===== config.mk =====
export PLATFORM = sky130hd
export DESIGN_NAME = four_to_one_mux_round_robin_arbiter_module_flat
export DESIGN_NICKNAME = d
export VERILOG_FILES = /design/src/rtl/four_to_one_mux_round_robin_arbiter_module_if.sv /design/src/rtl/four_to_one_mux_round_robin_arbiter_module.sv /design/src/flat_wrapper.sv
export SDC_FILE = /design/constraint.sdc
export NUM_CORES = 1
export LEC_CHECK = 0
export BUFFER_PORTS_ARGS = -buffer_cell sky130_fd_sc_hd__buf_2
export CAP_MARGIN = 20
export CELL_PAD_IN_SITES_DETAIL_PLACEMENT = 2
export CELL_PAD_IN_SITES_GLOBAL_PLACEMENT = 2
export CORE_MARGIN = 1
export CORE_UTILIZATION = 33
export DETAILED_ROUTE_END_ITERATION = 16
export GPL_TIMING_DRIVEN = 0
export PLACE_DENSITY_LB_ADDON = 0.15
export SYNTH_ARGS = -nofsm -noshare
export SYNTH_HDL_FRONTEND = slang
export SYNTH_SLANG_ARGS = --single-unit

===== constraint.sdc =====
create_clock -name clk_i -period 2.2 [get_ports clk_i]
set_clock_uncertainty 0.15 [all_clocks]
set_input_delay 0.44 -clock clk_i [delete_from_list [all_inputs] [get_ports clk_i]]
set_output_delay 0.44 -clock clk_i [all_outputs]
set_load 0.02 [all_outputs]

===== src/rtl/four_to_one_mux_round_robin_arbiter_module_if.sv =====
// Requester-side bundle for the 4:1 mux arbiter: request vector in, grant and mux selects out.
interface four_to_one_mux_round_robin_arbiter_module_if;
  logic [3:0] req;
  logic [3:0] gnt;
  logic       s0;
  logic       s1;
  logic       busy;

  modport master (
    output req,
    input  gnt,
    input  s0,
    input  s1,
    input  busy
  );

  modport slave (
    input  req,
    output gnt,
    output s0,
    output s1,
    output busy
  );
endinterface


===== src/rtl/four_to_one_mux_round_robin_arbiter_module.sv =====
// Round-robin arbiter with bounded bursts; its registered owner index drives the 4:1 mux selects.
module four_to_one_mux_round_robin_arbiter_module #(
  parameter int unsigned MAX_BURST = 4
) (
  input  logic clk_i,
  input  logic rst_i,
  four_to_one_mux_round_robin_arbiter_module_if.slave bus
);

  localparam logic [3:0] MAX_BURST_C = 4'(MAX_BURST);

  typedef enum logic [0:0] {
    IDLE = 1'b0,
    BUSY = 1'b1
  } state_e;

  state_e     state_q, state_d;
  logic [1:0] owner_q, owner_d;
  logic [3:0] cnt_q,   cnt_d;
  logic [3:0] gnt_q,   gnt_d;

  logic [1:0] pick_s;
  logic       any_req_s;
  logic       tenure_end_s;

  // Search starts one past the last owner and reaches the last owner only at the end.
  function automatic logic [1:0] rr_pick(input logic [3:0] req, input logic [1:0] last);
    logic [1:0] idx;
    logic [1:0] pick;
    logic       found;
    pick  = last;
    found = 1'b0;
    for (int k = 1; k <= 4; k++) begin
      idx = last + k[1:0];
      if (!found && req[idx]) begin
        pick  = idx;
        found = 1'b1;
      end else begin
        pick  = pick;
        found = found;
      end
    end
    return pick;
  endfunction

  function automatic logic [3:0] onehot(input logic [1:0] idx);
    return 4'b0001 << idx;
  endfunction

  // Arbitration decode and tenure-end detection.
  always_comb begin
    pick_s       = rr_pick(bus.req, owner_q);
    any_req_s    = (bus.req != 4'b0000);
    tenure_end_s = (!bus.req[owner_q]) || (cnt_q == MAX_BURST_C);
  end

  // Next-state logic: grant, hold, hand over or release.
  always_comb begin
    state_d = state_q;
    owner_d = owner_q;
    cnt_d   = cnt_q;
    gnt_d   = gnt_q;
    case (state_q)
      IDLE: begin
        if (any_req_s) begin
          owner_d = pick_s;
          gnt_d   = onehot(pick_s);
          cnt_d   = 4'd1;
          state_d = BUSY;
        end else begin
          gnt_d   = 4'b0000;
          state_d = IDLE;
        end
      end
      BUSY: begin
        if (!tenure_end_s) begin
          cnt_d = cnt_q + 4'd1;
        end else if (any_req_s) begin
          // Handover happens in the same edge, so the mux never sees an idle gap.
          owner_d = pick_s;
          gnt_d   = onehot(pick_s);
          cnt_d   = 4'd1;
          state_d = BUSY;
        end else begin
          gnt_d   = 4'b0000;
          state_d = IDLE;
        end
      end
      default: begin
        state_d = IDLE;
        gnt_d   = 4'b0000;
        owner_d = 2'd3;
        cnt_d   = 4'd0;
      end
    endcase
  end

  // State registers; owner resets to 3 so requester 0 wins the first arbitration.
  always_ff @(posedge clk_i or posedge rst_i) begin
    if (rst_i) begin
      state_q <= IDLE;
      owner_q <= 2'd3;
      cnt_q   <= 4'd0;
      gnt_q   <= 4'b0000;
    end else begin
      state_q <= state_d;
      owner_q <= owner_d;
      cnt_q   <= cnt_d;
      gnt_q   <= gnt_d;
    end
  end

  assign bus.gnt  = gnt_q;
  assign bus.s0   = owner_q[0];
  assign bus.s1   = owner_q[1];
  assign bus.busy = (state_q == BUSY);

endmodule


===== src/flat_wrapper.sv =====
// flat-port wrapper written by rule: the top's interface ports become plain ports
module four_to_one_mux_round_robin_arbiter_module_flat 
#(
  parameter int unsigned MAX_BURST = 4
)
  (clk_i, rst_i, bus_req, bus_gnt, bus_s0, bus_s1, bus_busy);
  four_to_one_mux_round_robin_arbiter_module_if bus_i ();
  input  logic clk_i;
  input  logic rst_i;
  input wire logic [$bits(bus_i.req)-1:0] bus_req;
  output wire logic [$bits(bus_i.gnt)-1:0] bus_gnt;
  output wire logic [$bits(bus_i.s0)-1:0] bus_s0;
  output wire logic [$bits(bus_i.s1)-1:0] bus_s1;
  output wire logic [$bits(bus_i.busy)-1:0] bus_busy;
  assign bus_i.req = bus_req;
  assign bus_gnt = bus_i.gnt;
  assign bus_s0 = bus_i.s0;
  assign bus_s1 = bus_i.s1;
  assign bus_busy = bus_i.busy;
  four_to_one_mux_round_robin_arbiter_module #(.MAX_BURST(MAX_BURST)) u_core (.clk_i(clk_i), .rst_i(rst_i), .bus(bus_i));
endmodule

==> flow_summary.ini <==
[status]
status = complete, no violations

[worst_setup_path]
path_max_fanout = 9
slowest_delay_ns = 0.53
cp.required_ns = 2.26
crit_path_start_kind = flop
cpLargestDelayFamily = multiplexers
critPathSlowestCell = dfstp_2
path_cells = buf_4, mux2i_2, o22ai_4, a21oi_2, mux2_4
critPathBufInv = 1
endpoint_kind = flop
setup.worst_path.class = reg2reg
regToRegSetupSlack_ns = 0.30
cp.arrival_ns = 1.96

[min_path]
min_path_type = reg2reg

[route]
remaining_drc_errors = 0
num_vias = 645
wl_met1_um = 872
avgRoutedWirePerCell_um = 15.1
dr.pass1.iters = 2
dr_wl_met3_um = 89
drt_iter0_drc = 6
ant_nets = 0
top_layer_used = met4
drt_wl_total_um = 1830
vias_per_cell = 5.33
wl_met2_um = 847

[clock_tree]
cts_root_buf = clkbuf_4
cts_resized = 0
cts_inserted_buffers = 3
clk_pin_slew_worst_paths_ns = 0.08
cts_tree = built
cts.path.max_buffers = 2
cts.sinks = 11
htree_levels = 1
clk_latency_ns = 0.28

[timing]
period_needed_ns = 1.90
fin_crit_sh = 0.862
setup_ws_ns = 0.304
hold_violations = 0
report.final.slew_viol_count = 0
maxSlewHeadroom = 0.704
fmax_mhz = 527
rsz0062_at_grt = false
setup-tns-final_ns = 0
tightest_slew_ns = 0.444
setup_viol_count_final = 0

[global_route]
grt_max_degree = 12
antenna_found_initial = 0
grt_overflow = 0
track_usage = 0.181
grt_pass1_vias = 664
grt_pass1_wl_um = 3250

[synthesis]
synth_warnings = 0
synth_ff_type = dfrtp_1
yosys.area.top_type = dfrtp_1
synth-seq-cells = 11
syn_inst = 79
ys_types = 35
synthesis.nets = 87
synth.avg_cell_area_um2 = 9.53
synth_area_um2 = 753
async_flop_share = 1.00
synth.area.top_cells = dfrtp_1, dfstp_2, mux2_4
seq_area_frac_synth = 0.369
synth-edff-count = 0
synth_top_area_frac = 0.299

[floorplanning]
die_area_mm2 = 0.00248
core-area_mm2 = 0.00206
initial_core_util = 0.365
ioPinCount = 13
dieHeight_um = 49.8
die_w_um = 49.8
rows = 16

[placed_design]
routabilityCongestion = 0.774
place_ws_ns = 0.301
dp_hpwl_um = 1320
io_buffers = 10

[final_layout]
final_common_cell = buf_2
finalNetCount = 103
layout-drive-gt1-share = 0.287
area_growth_pct = 16.1
layout_common_cells = buf_2, dfrtp_1, o21ai_0, nor2_1, inv_1
n_antenna_cell = 0

[power]
irDropWorstVdd_uv = 646
p_per_area_mw_per_mm2 = 1290
p_leak_nw = 0.410

[run]
maxCapViolCount = 0
[per-stage QoR]
step	cells	hold WS, ns	total power [mW]	utilization	area [um^2]
after floorplan	79	0.141	0.840	-	753
after global placement	116	0.302	0.967	0.406	837
after detailed placement	116	0.318	0.991	0.406	837
after CTS	121	0.369	1.15	0.424	875
after global routing	121	0.381	1.23	0.424	875
final	121	0.359	1.13	0.424	875
[final timing paths]
| path | from | end | depth (start not counted) |
|---|---|---|---|
| worst max-delay path | u_core.owner_q[0] | u_core.owner_q[0] | 5 |
| worst min-delay path | u_core.bus.gnt[1] | u_core.bus.gnt[1] | 1 |
| worst max register to register | u_core.owner_q[0] | u_core.owner_q[0] | 5 |
| worst min register to register | u_core.bus.gnt[1] | u_core.bus.gnt[1] | 1 |
| max in group asynchronous | rst_i | u_core.owner_q[0] | 3 |
| min in group asynchronous | rst_i | u_core.bus.gnt[3] | 3 |
[power by group]
group	switching, mW	internal, mW
Clock	0.0780	0.0677
Combinational	0.350	0.282
Sequential	0.0625	0.292
Total	0.490	0.642
[logic make-up after synthesis]
family	after synthesis	synth area share
buf+inv	10	0.0581
mux	6	0.105
flops	11	0.369
compound gates	21	0.208
simple gates	28	0.216
xor+xnor	1	0.0116
fa+ha+maj	2	0.0332
[cell type report]
cell class,count,area [um^2]
plain buffers,4,21.3
multi-input cells,58,432
inverters,6,22.5
repair buffers,11,60.1
clock inverters,1,5.00
well taps,27,33.8
clock buffers,3,22.5
fillers,239,1190
flip-flops and latches,11,278
[registers in the layout (all words and copies together), names as in the netlist]
register and flops:
u_core.bus.gnt 4, u_core.cnt_q 4, u_core.owner_q 2, u_core.bus.busy 1
[synthesized netlist by cell type, types with 2 or more instances]
| cell type | number |
|---|---|
| a31oi_1 | 2 |
| and2b_1 | 2 |
| buf_2 | 2 |
| dfrtp_1 | 9 |
| dfstp_2 | 2 |
| ha_1 | 2 |
| inv_1 | 6 |
| mux2_4 | 3 |
| mux2i_1 | 2 |
| nand2_1 | 5 |
| nand3_1 | 2 |
| nor2_1 | 7 |
| nor2b_1 | 4 |
| nor3_1 | 3 |
| o21ai_0 | 7 |
| o31a_1 | 2 |
[layer usage]
metal,vias up,global-route usage
met5,-,0
met4,0,0.0571
met3,2,0.0556
met2,14,0.277
met1,320,0.241
li1,309,-
[worst register-to-register path, cell delays in order, from the launching register on]
cell and delay [ns]:
dfstp_2 0.53, buf_4 0.16, mux2i_2 0.31, o22ai_4 0.16, a21oi_2 0.21, mux2_4 0.31
[repair_timing]
action,4_1_cts,5_1_grt
setup buffers,0,0
setup endpoints to repair,0,0
hold buffers,1,0
endpoints found under the hold margin,7,0
(Power assumes the default switching activity.)
